File: config.mk
export PLATFORM = sky130hd
export DESIGN_NAME = bus_error_slave
export DESIGN_NICKNAME = d
export VERILOG_FILES = /design/src/rtl/pkg_resp.sv /design/src/rtl/pkg_trans.sv /design/src/rtl/D_FF.sv /design/src/rtl/bus_error_slave.sv
export SDC_FILE = /design/constraint.sdc
export NUM_CORES = 1
export LEC_CHECK = 0
export CORE_MARGIN = 5
export CORE_UTILIZATION = 31
export DETAILED_ROUTE_END_ITERATION = 6
export PLACE_DENSITY = 0.88
export SLEW_MARGIN = 20
export SYNTH_ARGS = -nofsm -noshare
export SYNTH_HDL_FRONTEND = slang
export SYNTH_SLANG_ARGS = --single-unit
File: constraint.sdc
create_clock -name clk_i -period 3.4 [get_ports clk_i]
set_clock_uncertainty 0.15 [all_clocks]
set_input_delay 0.68 -clock clk_i [delete_from_list [all_inputs] [get_ports clk_i]]
set_output_delay 0.68 -clock clk_i [all_outputs]
set_load 0.01 [all_outputs]
File: src/rtl/pkg_resp.sv
// pkg_resp: shared data-phase {resp, ready} encodings.
package pkg_resp;

  localparam logic [1:0] RespSuccess = 2'b01;
  localparam logic [1:0] RespWait    = 2'b00;
  localparam logic [1:0] RespError1  = 2'b10;
  localparam logic [1:0] RespError2  = 2'b11;

endpackage

File: src/rtl/pkg_trans.sv
// pkg_trans: shared bus transfer-type encodings.
package pkg_trans;

  localparam logic [1:0] TransIdle   = 2'b00;
  localparam logic [1:0] TransBusy   = 2'b01;
  localparam logic [1:0] TransNonseq = 2'b10;
  localparam logic [1:0] TransSeq    = 2'b11;

endpackage

File: src/rtl/D_FF.sv
// D_FF: register with asynchronous active-low reset to zero and write enable.
module D_FF #(
  parameter int Width = 1
) (
  input  logic             clk,
  input  logic             rst_n,
  input  logic             en,
  input  logic [Width-1:0] d,
  output logic [Width-1:0] q
);

  // Load d when enabled; reset clears the register immediately.
  always_ff @(posedge clk or negedge rst_n) begin
    if (!rst_n) begin
      q <= '0;
    end else if (en) begin
      q <= d;
    end
  end

endmodule

File: src/rtl/bus_error_slave.sv
// bus_error_slave: default slave that answers every accepted NONSEQ/SEQ
// transfer with a two-cycle error response after WaitCycles wait states.
// Define BUS_ERROR_SLAVE_LOG_EN to build the first-error log, error counter
// and interrupt; without it those outputs are tied to zero.
//
// Handshake: a transfer is taken when sel_i, ready_i and an active transfer
// type coincide while the response FSM is idle or in its last error cycle
// (ready_o high); ready_o low holds the master in its data phase.
module bus_error_slave
  import pkg_trans::*;
  import pkg_resp::*;
#(
  parameter int DWidth     = 32,
  parameter int AWidth     = 32,
  parameter int WaitCycles = 0,
  parameter int CntWidth   = 8
) (
  input  logic              clk_i,
  input  logic              rst_ni,
  input  logic              sel_i,
  input  logic              ready_i,
  input  logic [1:0]        trans_i,
  input  logic [AWidth-1:0] addr_i,
  input  logic              write_i,
  input  logic              clr_i,
  output logic [DWidth-1:0] rdata_o,
  output logic              resp_o,
  output logic              ready_o,
  output logic              err_valid_o,
  output logic [AWidth-1:0] err_addr_o,
  output logic              err_write_o,
  output logic [CntWidth-1:0] err_cnt_o,
  output logic              irq_o
);

  typedef enum logic [1:0] {
    StIdle   = 2'd0,
    StWait   = 2'd1,
    StError1 = 2'd2,
    StError2 = 2'd3
  } state_e;

  localparam logic [7:0] WaitLoad = 8'(WaitCycles);

  logic [1:0] state_bits;
  state_e     state;
  state_e     state_next;
  logic [7:0] wait_cnt;
  logic [7:0] wait_next;
  logic       take;
  logic       enter_err1;
  logic [1:0] resp_bits;

  assign state = state_e'(state_bits);

  // Only idle and the final error cycle present ready_o=1, so only they take a transfer.
  assign take = sel_i & ready_i & ((trans_i == TransNonseq) | (trans_i == TransSeq))
              & ((state == StIdle) | (state == StError2));

  // Next-state and wait-counter logic for the response sequence.
  always_comb begin
    state_next = state;
    wait_next  = wait_cnt;
    case (state)
      StIdle, StError2: begin
        state_next = StIdle;
        if (take) begin
          if (WaitCycles > 0) begin
            state_next = StWait;
            wait_next  = WaitLoad;
          end else begin
            state_next = StError1;
          end
        end
      end
      StWait: begin
        wait_next = wait_cnt - 8'd1;
        if (wait_cnt <= 8'd1) begin
          state_next = StError1;
        end
      end
      StError1: state_next = StError2;
      default:  state_next = StIdle;
    endcase
  end

  // Moore decode of {resp, ready} from the current state.
  always_comb begin
    resp_bits = RespSuccess;
    case (state)
      StIdle:   resp_bits = RespSuccess;
      StWait:   resp_bits = RespWait;
      StError1: resp_bits = RespError1;
      StError2: resp_bits = RespError2;
      default:  resp_bits = RespSuccess;
    endcase
  end

  assign {resp_o, ready_o} = resp_bits;
  assign rdata_o           = '0;
  assign enter_err1        = (state_next == StError1);

  D_FF #(.Width(2)) u_state (
    .clk(clk_i), .rst_n(rst_ni), .en(1'b1), .d(state_next), .q(state_bits)
  );

  D_FF #(.Width(8)) u_wait_cnt (
    .clk(clk_i), .rst_n(rst_ni), .en(1'b1), .d(wait_next), .q(wait_cnt)
  );

`ifdef BUS_ERROR_SLAVE_LOG_EN
  localparam logic [CntWidth-1:0] CntOne = CntWidth'(1);

  logic [AWidth-1:0]   lat_addr;
  logic [AWidth-1:0]   cap_addr;
  logic                lat_write;
  logic                cap_write;
  logic                capture;
  logic                valid_next;
  logic [CntWidth-1:0] cnt_next;

  D_FF #(.Width(AWidth)) u_lat_addr (
    .clk(clk_i), .rst_n(rst_ni), .en(take), .d(addr_i), .q(lat_addr)
  );

  D_FF #(.Width(1)) u_lat_write (
    .clk(clk_i), .rst_n(rst_ni), .en(take), .d(write_i), .q(lat_write)
  );

  // Log update: a new error beats a coincident clear; with no wait states the
  // transfer is still on addr_i/write_i when the error starts.
  always_comb begin
    cap_addr   = take ? addr_i : lat_addr;
    cap_write  = take ? write_i : lat_write;
    capture    = enter_err1 & (~err_valid_o | clr_i);
    valid_next = err_valid_o;
    cnt_next   = err_cnt_o;
    if (clr_i) begin
      valid_next = 1'b0;
      cnt_next   = '0;
    end
    if (enter_err1) begin
      valid_next = 1'b1;
      if (clr_i) begin
        cnt_next = CntOne;
      end else if (err_cnt_o != '1) begin
        cnt_next = err_cnt_o + CntOne;
      end
    end
  end

  D_FF #(.Width(1)) u_err_valid (
    .clk(clk_i), .rst_n(rst_ni), .en(1'b1), .d(valid_next), .q(err_valid_o)
  );

  D_FF #(.Width(AWidth)) u_err_addr (
    .clk(clk_i), .rst_n(rst_ni), .en(capture), .d(cap_addr), .q(err_addr_o)
  );

  D_FF #(.Width(1)) u_err_write (
    .clk(clk_i), .rst_n(rst_ni), .en(capture), .d(cap_write), .q(err_write_o)
  );

  D_FF #(.Width(CntWidth)) u_err_cnt (
    .clk(clk_i), .rst_n(rst_ni), .en(1'b1), .d(cnt_next), .q(err_cnt_o)
  );

  D_FF #(.Width(1)) u_irq (
    .clk(clk_i), .rst_n(rst_ni), .en(1'b1), .d(valid_next), .q(irq_o)
  );
`else
  logic unused_log;

  assign unused_log  = ^{addr_i, write_i, clr_i};
  assign err_valid_o = 1'b0;
  assign err_addr_o  = '0;
  assign err_write_o = 1'b0;
  assign err_cnt_o   = '0;
  assign irq_o       = 1'b0;
`endif

endmodule

======== Yosys cells after proc, flatten, opt, wreduce, memory -nomap -nowiden ========
Cells that the tools add are included.
word-level totals
  input port bits ......................... 40
  output and inout bits ................... 77
  register bits after elaboration ......... 10
  logic and storage cells ................. 21
cells by class
  equality and inequality tests ........... 6
  reduce and logical (&&, ||, !) cells .... 2
  order comparisons ....................... 1
  multiplexer cells ....................... 4
  bitwise logic cells ..................... 5
  $add $sub $neg .......................... 1
operators with widths
  operator                                                                           count
  2-bit equality test (second input constant)                                        4
  8-bit by 1-bit less-or-equal comparator with 1-bit output (second input constant)  1
  2-bit case mux with 4 select lines                                                 1
  8-bit by 1-bit subtractor with 8-bit output (second input constant)                1
  2-bit case mux with 3 select lines                                                 1
  2-bit two-way mux                                                                  2
  1-bit bitwise AND                                                                  3
  2-bit by 1-bit equality test with 1-bit output (second input constant)             1
  2-bit logical NOT                                                                  1
  2-bit != test (second input constant)                                              1
  1-bit bitwise OR                                                                   2
  2-bit OR reduction                                                                 1

======== Logic depth before layout (Yosys ltp) ========
Gate-level depths: netlist of the first run.
  word-level depth ........................ 6
  depth in mapped cells ................... 5
  depth with buffers taken out ............ 5

======== Modules after synthesis ========
A second synthesis of the first run with hierarchy kept.
second synthesis, totals
  cells, all modules ...................... 134
  area total of the unflattened synthesis .. 1257.5 um^2
modules (own cells, without submodules)
  module             cells each  sequential area each (um^2)  area an instance (um^2)  times used
  bus_error_slave    113         0.0                          853.3                    1
  D_FF (u_wait_cnt)  17          200.2                        331.6                    1
  D_FF (u_state)     4           50.0                         72.6                     1

======== Worst setup path after synthesis of the first run ========
No wires, ideal clock.
  kind .................................... register to register
  from .................................... register u_wait_cnt.q[2]
  to ...................................... register u_state.q[0]
  data arrival time ....................... 1598 ps
  data required time ...................... 3122 ps
  buffers on the path ..................... 0
  clock period less this slack ............ 1876 ps
  stages on the path, launching flop included .. 4
  library setup time ...................... 128 ps
  setup slack ............................. 1524 ps
  cell sequence ........................... dfrtp_1 or4_4 o41ai_4 mux2_1
on the way
  longest elaborated chain between the ends .. 2
RTL lines
  element                                                    line                   text
  start, declared                                            D_FF.sv:9              output logic [Width-1:0] q
  start signal, assigned                                     D_FF.sv:15             q <= '0;
  start signal, assigned                                     D_FF.sv:17             q <= d;
  8-bit by 1-bit less-or-equal comparator with 1-bit output  bus_error_slave.sv:78  if (wait_cnt <= 8'd1) begin
  2-bit != test (no line)                                    -
  end signal, assigned                                       D_FF.sv:15
  end signal, assigned                                       D_FF.sv:17
  end, declared                                              D_FF.sv:9
No other way between the ends.
A chain may end at the register's enable or synchronous reset.

======== Final worst setup path of the first run ========
  from .................................... register u_state.q[0]
  to ...................................... output port resp_o
on the way
  longest elaborated chain between the ends .. 2
  elaborated cells between the ends (all ways) .. 5
  those cells by class .................... 3 x eq/ne; 1 x mux; 1 x reduce/logical
RTL lines
  element                                            line                   text
  2-bit equality test, or another cell as far along  bus_error_slave.sv:90  case (state)
  2-bit case mux with 4 select lines *               bus_error_slave.sv:90
  end, declared                                      bus_error_slave.sv:27  output logic resp_o,
Mark *: on every way between the ends. The rest lies on a longest branch, timed or not.

==> results by stage, run 1 <==
Final layout:
- Across the whole layout, storage elements account for ~250 µm².
- For this run, the share of the core covered by cells in the final layout is about 28%.
- The net count of the finished layout is 175.
- Summing all multi-input logic gate instances after layout gives 532 µm².
- The antenna diode count is 0.
- The share of cells above drive strength 1 is 5.43%.
- The filler cells instantiated in the layout total 390.
- The area overhead of the layout relative to synthesis is -12.1%.

Synthesis:
- The flip-flop and latch count after synthesis is 10.
- In the synthesized netlist, the cells that appear most often are sky130_fd_sc_hd__buf_4, sky130_fd_sc_hd__dfrtp_1, sky130_fd_sc_hd__ha_1, sky130_fd_sc_hd__nor2_1.
- Sequential elements use 23.1% of the synthesized area.
- Each instance of the synthesized netlist takes up on average 9.02 µm².
- The synthesized netlist contains 17 unique library cells.
- The count of flip-flops with a built-in enable after synthesis is 0.
- The most frequently used flop master after synthesis is sky130_fd_sc_hd__dfrtp_1.
- The total standard cell area after synthesis is 0.00108 mm².
- The top-area cell type share of the netlist area is 52.0%.
- Yosys attributes the largest share of cell area to sky130_fd_sc_hd__buf_4, sky130_fd_sc_hd__dfrtp_1, sky130_fd_sc_hd__ha_1.
- In the post-synthesis netlist, the cell with the most instances is sky130_fd_sc_hd__buf_4.
- The count of synthesis-stage warnings from yosys is 0.
- After synthesis, the share of flip-flops with an asynchronous set or reset is 100%.
- After technology mapping, the gate count stands at 120.
- The cell taking the most area after synthesis is sky130_fd_sc_hd__buf_4.

GRT:
- The number of global-route vias before repair is 472.
- In the global route stage, met3 resource usage came out at ~4%.
- Entering global routing, the biggest net connects 11 pins.
- The first global-routing pass estimated 2070 µm of wire.
- The number of antenna violations at the first check in global routing is 0.
- After global routing, the most crowded layer is met2.
- The leftover overflow at the end of global routing is 0.
- The met2 layer usage reported by global route is 9.64%.
- Global routing used 5.21% of the available tracks across all layers.
- The global-route met1 utilization is about 4.5%.

Clock tree:
- For this design, the sink count on the clock tree is 10.
- For the worst-skew pair, the clock arrives at the later sink with an insertion delay of 270 ps.
- The number of resized instances in the post-cts repair step is 0.
- Hold repair after CTS inserted 0 buffers.
- The buffer count from post-CTS setup fixing is 0.
- TritonCTS built the clock tree.
- Clock-pin slew was measured on the worst setup and hold paths at 70 ps.
- In this run the number of H-tree levels came out at 1.
- The maximum count of clock buffers along a single path is 2.
- The tree is rooted in a sky130_fd_sc_hd__clkbuf_4.
- The number of buffers inserted during clock tree synthesis is 3.

Timing:
- The ratio of final minimum period to clock period is 73.9%.
- Setup violations remaining at the end of the flow were counted as 0.
- The sum of negative setup slack is 0 ps.
- For the pin with the worst max-slew slack, the measured transition is 647 ps.
- Derived from the worst setup path, the maximum achievable clock frequency is about 0.40 GHz.
- The final number of hold-violating endpoints was 0.
- The shortest period the worst path allows is between 2000 and 3000 ps.
- The worst pin sits at a relative slew slack of about 56%.
- Setup repair after global routing left no endpoint under its margin.
- The worst setup slack after layout is roughly 890 ps.
- The number of pins exceeding their max-slew limit in the final report came to 0.

Pwr:
- The maximum vdd drop is 0.000213 V.
- The post-route total power is 0.000623 W.
- In this run the power density over the cells is 655 mW/mm².
- In this run the static leakage power is 0.538 nW.

Critical path:
- The startpoint type of the worst setup path is a flip-flop.
- The register-to-register setup slack is 1460 ps.
- STA puts the critical path data arrival time at 1680 ps.
- The critical path class is flip-flop to primary output.
- In this run the worst path has a maximum fanout of 4.
- STA classifies the critical path endpoint as a primary output.
- At the worst endpoint, the required time is 2570 ps.
- Traced cell by cell, the critical path runs through inv_1 > ha_1 > or2_2 > clkdlybuf4s50_1.
- In this design, the stage delay of the slowest critical-path cell is 480 ps.
- Among all stages on the critical path, the largest delay is contributed by sky130_fd_sc_hd__clkdlybuf4s50_1.

Die:
- For this configuration, the core starts out at a cell density of 32.2%.
- The number of rows in the core area is 21.
- In this run the count of I/O pins placed on the die edge is ~120.
- The total area inside the core boundary comes to 0.00336 mm².
- The floorplan step set the die width to 69.1 µm.
- The total die area is 0.00477 mm².
- The floorplan step set the die height to 69.1 µm.

Place:
- The post-placement worst setup slack is 1170 ps.
- The sum of net half-perimeters after detailed placement is 1200 µm.
- The count of input and output buffers is 6.
- The congestion estimate from routability-driven global placement came to 0.718.

Drt:
- The via total after detailed routing is approximately 510.
- The mean number of vias per cell is between 2 and 3.
- In the final routed layout, each cell accounts on average for 7.67 µm.
- The residual antenna-violating net count after detailed routing is 0.
- For this block, the routed nets add up to 1340 µm of wire.
- The number of detailed-routing iterations run before antenna repair is 2.
- The first routing iteration left 3 violations.
- After detailed routing, the number of remaining DRC violations is 0.

Run status:
- The flow ran to the end, and the final reports show no timing, DRC or antenna violations.

Min path:
- The worst hold path belongs to the class flip-flop to flip-flop.

Job:
- Across the run, the number of max-cap violations was 0.
-- cell usage in the layout, fill, tap and decap left out, types with 3 or more instances in the layout --
cell / netlist / routed
sky130_fd_sc_hd__clkbuf_4: 0 / 3
sky130_fd_sc_hd__nor2_1: 5 / 5
sky130_fd_sc_hd__inv_1: 4 / 4
sky130_fd_sc_hd__clkdlybuf4s50_1: 0 / 6
sky130_fd_sc_hd__ha_1: 5 / 5
sky130_fd_sc_hd__dfrtp_1: 10 / 10
sky130_fd_sc_hd__xnor2_1: 3 / 3
sky130_fd_sc_hd__conb_1: 1 / 75
sky130_fd_sc_hd__xor2_1: 4 / 4
sky130_fd_sc_hd__nand2_1: 3 / 3
-- per-stage QoR --
step / hold slack (ps) / instances / area, µm²
global route: 410 / 175 / 951
CTS: 368 / 175 / 951
finish: 363 / 175 / 951
global placement: 340 / 171 / 915
detailed placement: 354 / 171 / 915
floorplan: 234 / 194 / 1360
-- worst max-delay path, delay by kind of cell (launching register included) --
family	cells	cell delay (ps)
buf+inv	2	540
simple gates	1	290
fa+ha+maj	1	200
flops	1	390
-- cell type report --
class                           instances  area share [%]
Sequential cell                        10            26.3
Inverter                                4            1.58
Tap cell                               46            6.05
Clock buffer                            4            3.82
Multi-Input combinational cell        105            55.9
Timing Repair Buffer                    6            6.32
-- layer usage --
layer | vias to the layer above | wire, µm
met4 | 0 | 0
met5 | - | 0
met1 | 235 | 383
met2 | 38 | 740
met3 | 0 | 219
li1 | 239 | -
-- where the power goes --
part,leakage [nW],internal [W],switching [W],total [W]
Combinational,0.397,0.000131,0.000142,0.000273
Sequential,0.121,0.000179,0.0000649,0.000244
Clock,0.0210,0.0000650,0.0000415,0.000106
Total,0.538,0.000375,0.000248,0.000623
-- flip-flops by register name (all words and copies together) (netlist names) --
register and flops:
u_wait_cnt.q 8, u_state.q 2
-- logic make-up (layout without fill, tap and decap cells) --
| group | after synthesis | count (layout) | share of synthesized area, % |
|---|---|---|---|
| other | 1 | 75 | 0.346 |
| adders and majority gates | 5 | 5 | 5.78 |
| muxes | 2 | 2 | 2.08 |
| xor gates and xnor gates | 7 | 7 | 5.66 |
| DFF | 10 | 10 | 23.1 |
| buffers and inverters | 79 | 14 | 53.4 |
| and+or+nand+nor | 14 | 14 | 6.59 |
| AOI/OAI and AO/OA | 2 | 2 | 3.01 |
-- path summary, 6_finish.rpt --
kind,endpoint,start,cells after the start
worst max register to register,u_state.q[1],u_wait_cnt.q[2],3
worst min-delay path,u_wait_cnt.q[4],u_wait_cnt.q[4],1
min in group asynchronous,u_wait_cnt.q[5],rst_ni,1
worst min register to register,u_wait_cnt.q[4],u_wait_cnt.q[4],1
max in group asynchronous,u_wait_cnt.q[1],rst_ni,1
worst max-delay path,resp_o,u_state.q[0],4
(Power assumes the default switching activity.)
==> inputs of run 2 (changes only) <==
CORE_UTILIZATION = 28   (was 31)
PLACE_DENSITY = 0.8   (was 0.88)
clock period = 2.4 ns   (was 3.4 ns; I/O delays follow)
==> run 2 against run 1 <==
Routed wire length rose by 7.2%. Combinational power rose by 46%. Final cell count rose by 0.57%. Critical path type unchanged. First-iteration DRC count rose to 4.3 times the previous value. Highest routed layer is now met4. Hold slack got worse by 5.3 ps. Global-route usage fell by 0.70 points.
==> results by stage, run 2 (synthesis results as in run 1) <==
Clock tree:
- The number of resized instances in the post-cts repair step is 0 (unchanged).
- The clock tree from TritonCTS is done (unchanged).
- The buffer count from post-CTS setup fixing is 0 (unchanged).
- The latest clock arrival within the worst-skew pair is 230 ps (was 270 ps).
- The hold buffer count at CTS is 0 (unchanged).
- The sink count of the clock tree is 10 (unchanged).
- The clock tree root buffer cell is sky130_fd_sc_hd__clkbuf_8 (was sky130_fd_sc_hd__clkbuf_4).
- The number of buffers inserted during clock tree synthesis came to 3 (unchanged).
- The clock edge transition at the registers on the reported setup and hold paths is 40 ps (was 70 ps).
- The maximum count of clock buffers along a single path came to 2 (unchanged).
- The H-tree depth reported by CTS came to 1 (unchanged).

Timing:
- Subtracting the final worst setup slack from the clock period gives 2290 ps.
- The max-slew headroom at the worst pin came to 60.5% (was 56.3%).
- The number of pins exceeding their max-slew limit in the final report came to 0 (unchanged).
- The final number of hold-violating endpoints is 0 (unchanged).
- Static timing analysis puts the maximum clock frequency at 0.438 GHz.
- The setup-violating endpoint count in the final report is 0 (unchanged).
- The slew at the pin closest to its max-slew limit is 585 ps (was 647 ps).
- Setup repair after global routing missed its margin: false (unchanged).
- The worst setup slack after layout came to 115 ps (was 888 ps).
- The sum of negative setup slack is 0 ps (unchanged).
- The ratio of final minimum period to clock period is between 90% and 100%.

Place:
- The count of input and output buffers came to 6 (unchanged).
- The final weighted congestion in routability-driven placement is 0.693 (was 0.718).
- The post-placement worst setup slack was 350 ps (was 1170 ps).
- The post-placement cell count came to 173 (was 171).
- The instance area after placement was 917 µm² (was 915 µm²).
- The sum of net half-perimeters after detailed placement is 1220 µm (was 1200 µm).

Critical path:
- The critical path class is flip-flop to primary output (unchanged).
- The startpoint type of the worst setup path is a flip-flop (unchanged).
- The critical path endpoint category is a primary output (unchanged).
- The register-to-register setup slack is 450 ps (was 1460 ps).
- The data required time at the worst endpoint is 1770 ps (was 2570 ps).
- The signal arrival time at the worst endpoint is 1660 ps (was 1680 ps).
- The maximum fanout along the worst path is 4 (unchanged).

Die:
- The total die area was 0.00521 mm² (was 0.00477 mm²).
- The x dimension of the die is 72.2 µm (was 69.1 µm).
- The height of the die is 72.2 µm (was 69.1 µm).
- The initial core utilization is 29.1% (was 32.2%).
- The area inside the core boundary is 0.00372 mm² (was 0.00336 mm²).
- The number of rows in the core area is 22 (was 21).
- The count of pins on the block boundary is 117 (unchanged).

Final layout:
- The antenna diode count is 0 (unchanged).
- The share of cells above drive strength 1 was 4.69% (was 5.43%).
- The final design area excluding fillers is 958 µm² (was 951 µm²).
- The number of cells in the finished layout apart from fillers is 176 (was 175).
- The flip-flop count of the largest register, all copies and words added was 8 (unchanged).
- The register bank with the most flops is u_wait_cnt.q (unchanged).
- The area overhead of the layout relative to synthesis came to -11.4% (was -12.1%).
- Most used cells in the layout excluding fill and tap cells: sky130_fd_sc_hd__conb_1, sky130_fd_sc_hd__dfrtp_1, sky130_fd_sc_hd__clkdlybuf4s50_1, sky130_fd_sc_hd__nor2_1, sky130_fd_sc_hd__ha_1 (unchanged).
- The net count reported at finish is 175 (unchanged).
- The leading cell type in the layout, fill and taps excluded is sky130_fd_sc_hd__conb_1 (unchanged).
- Biggest registers after layout: u_wait_cnt.q x8, u_state.q x2 (unchanged).

GRT:
- The largest net degree at the start of global routing was 11 (unchanged).
- The number of antenna violations at the first check in global routing is 0 (unchanged).
- The leftover overflow at the end of global routing is 0 (unchanged).
- The global-route wire length before repair is 1870 µm (was 2070 µm).
- The number of global-route vias before repair is 450 (was 472).
- The overall routing resource usage is 4.51% (was 5.21%).

Run status:
- Status: complete, no violations (unchanged).

Job:
- The count of max-cap constraint violations is 0 (unchanged).

Drt:
- The wire length after detailed routing is 1440 µm (was 1340 µm).
- The via total after detailed routing is 515 (was 512).
- The number of design-rule violations left by the first detailed-router iteration was 13 (was 3).
- The number of detailed-routing iterations run before antenna repair is 3 (was 2).
- The average wire per cell in the routed design came to 8.17 µm (was 7.67 µm).
- The total DRC errors in the routed layout came to 0 (unchanged).
- The residual antenna-violating net count after detailed routing is 0 (unchanged).
- The mean number of vias per cell was 2.93 (about the same).

Pwr:
- The power density normalized to cell area is 955 mW/mm² (was 655 mW/mm²).
- The maximum vdd drop is 0.000250 V (was 0.000213 V).
- The total leakage power is 0.539 nW (was 0.538 nW).
- The post-route total power came to 0.000915 W (was 0.000623 W).

Min path:
- The worst hold path class is flip-flop to flip-flop (unchanged).
run 2: changes by cell type in the layout (fill, tap and decap cells not counted), sizes merged:
cell    delta
clkbuf     -1
run 2: cell type report:
class	count	area [µm²]
fillers	425	2760
multi-input cells	105	532
flip-flops and latches	10	250
repair buffers	6	60.1
well taps	48	60.1
clock buffers	3	41.3
inverters	4	15.0
run 2: path summary, 6_finish.rpt:
check                                start               to  depth (start not counted)
setup / recovery              u_state.q[0]           resp_o                          4
hold / removal             u_wait_cnt.q[4]  u_wait_cnt.q[4]                          1
setup reg to reg           u_wait_cnt.q[2]     u_state.q[0]                          3
hold reg to reg            u_wait_cnt.q[4]  u_wait_cnt.q[4]                          1
max in group asynchronous           rst_ni  u_wait_cnt.q[5]                          1
min in group asynchronous           rst_ni  u_wait_cnt.q[6]                          1
run 2: critical path, cell delays in order, from the launching register on:
cell and delay, ps:
sky130_fd_sc_hd__dfrtp_1 380, sky130_fd_sc_hd__inv_1 60, sky130_fd_sc_hd__ha_1 200, sky130_fd_sc_hd__or2_2 290
sky130_fd_sc_hd__clkdlybuf4s50_1 490
run 2: per-stage QoR:
step                hold WS (ps)  util [%]
floorplan                   34.4         -
global placement             342      24.7
detailed placement           348      24.7
CTS                          360      25.8
global route                 387      25.8
finish                       358      25.8
run 2: layer usage:
layer  global-route usage [%]  up-vias  part of all wire [%]
li1                         -      239                     -
met1                     4.44      235                    27
met2                     8.39       39                    58
met3                     1.66        2                    14
met4                     1.88        0                  0.56
met5                        0        -                     0
run 2: report_power, final:
group,total (W),switching (W),internal [W],leakage [nW]
combinational,0.000399,0.000212,0.000186,0.397
sequential,0.000348,0.0000930,0.000255,0.121
clock,0.000169,0.0000593,0.000109,0.0216
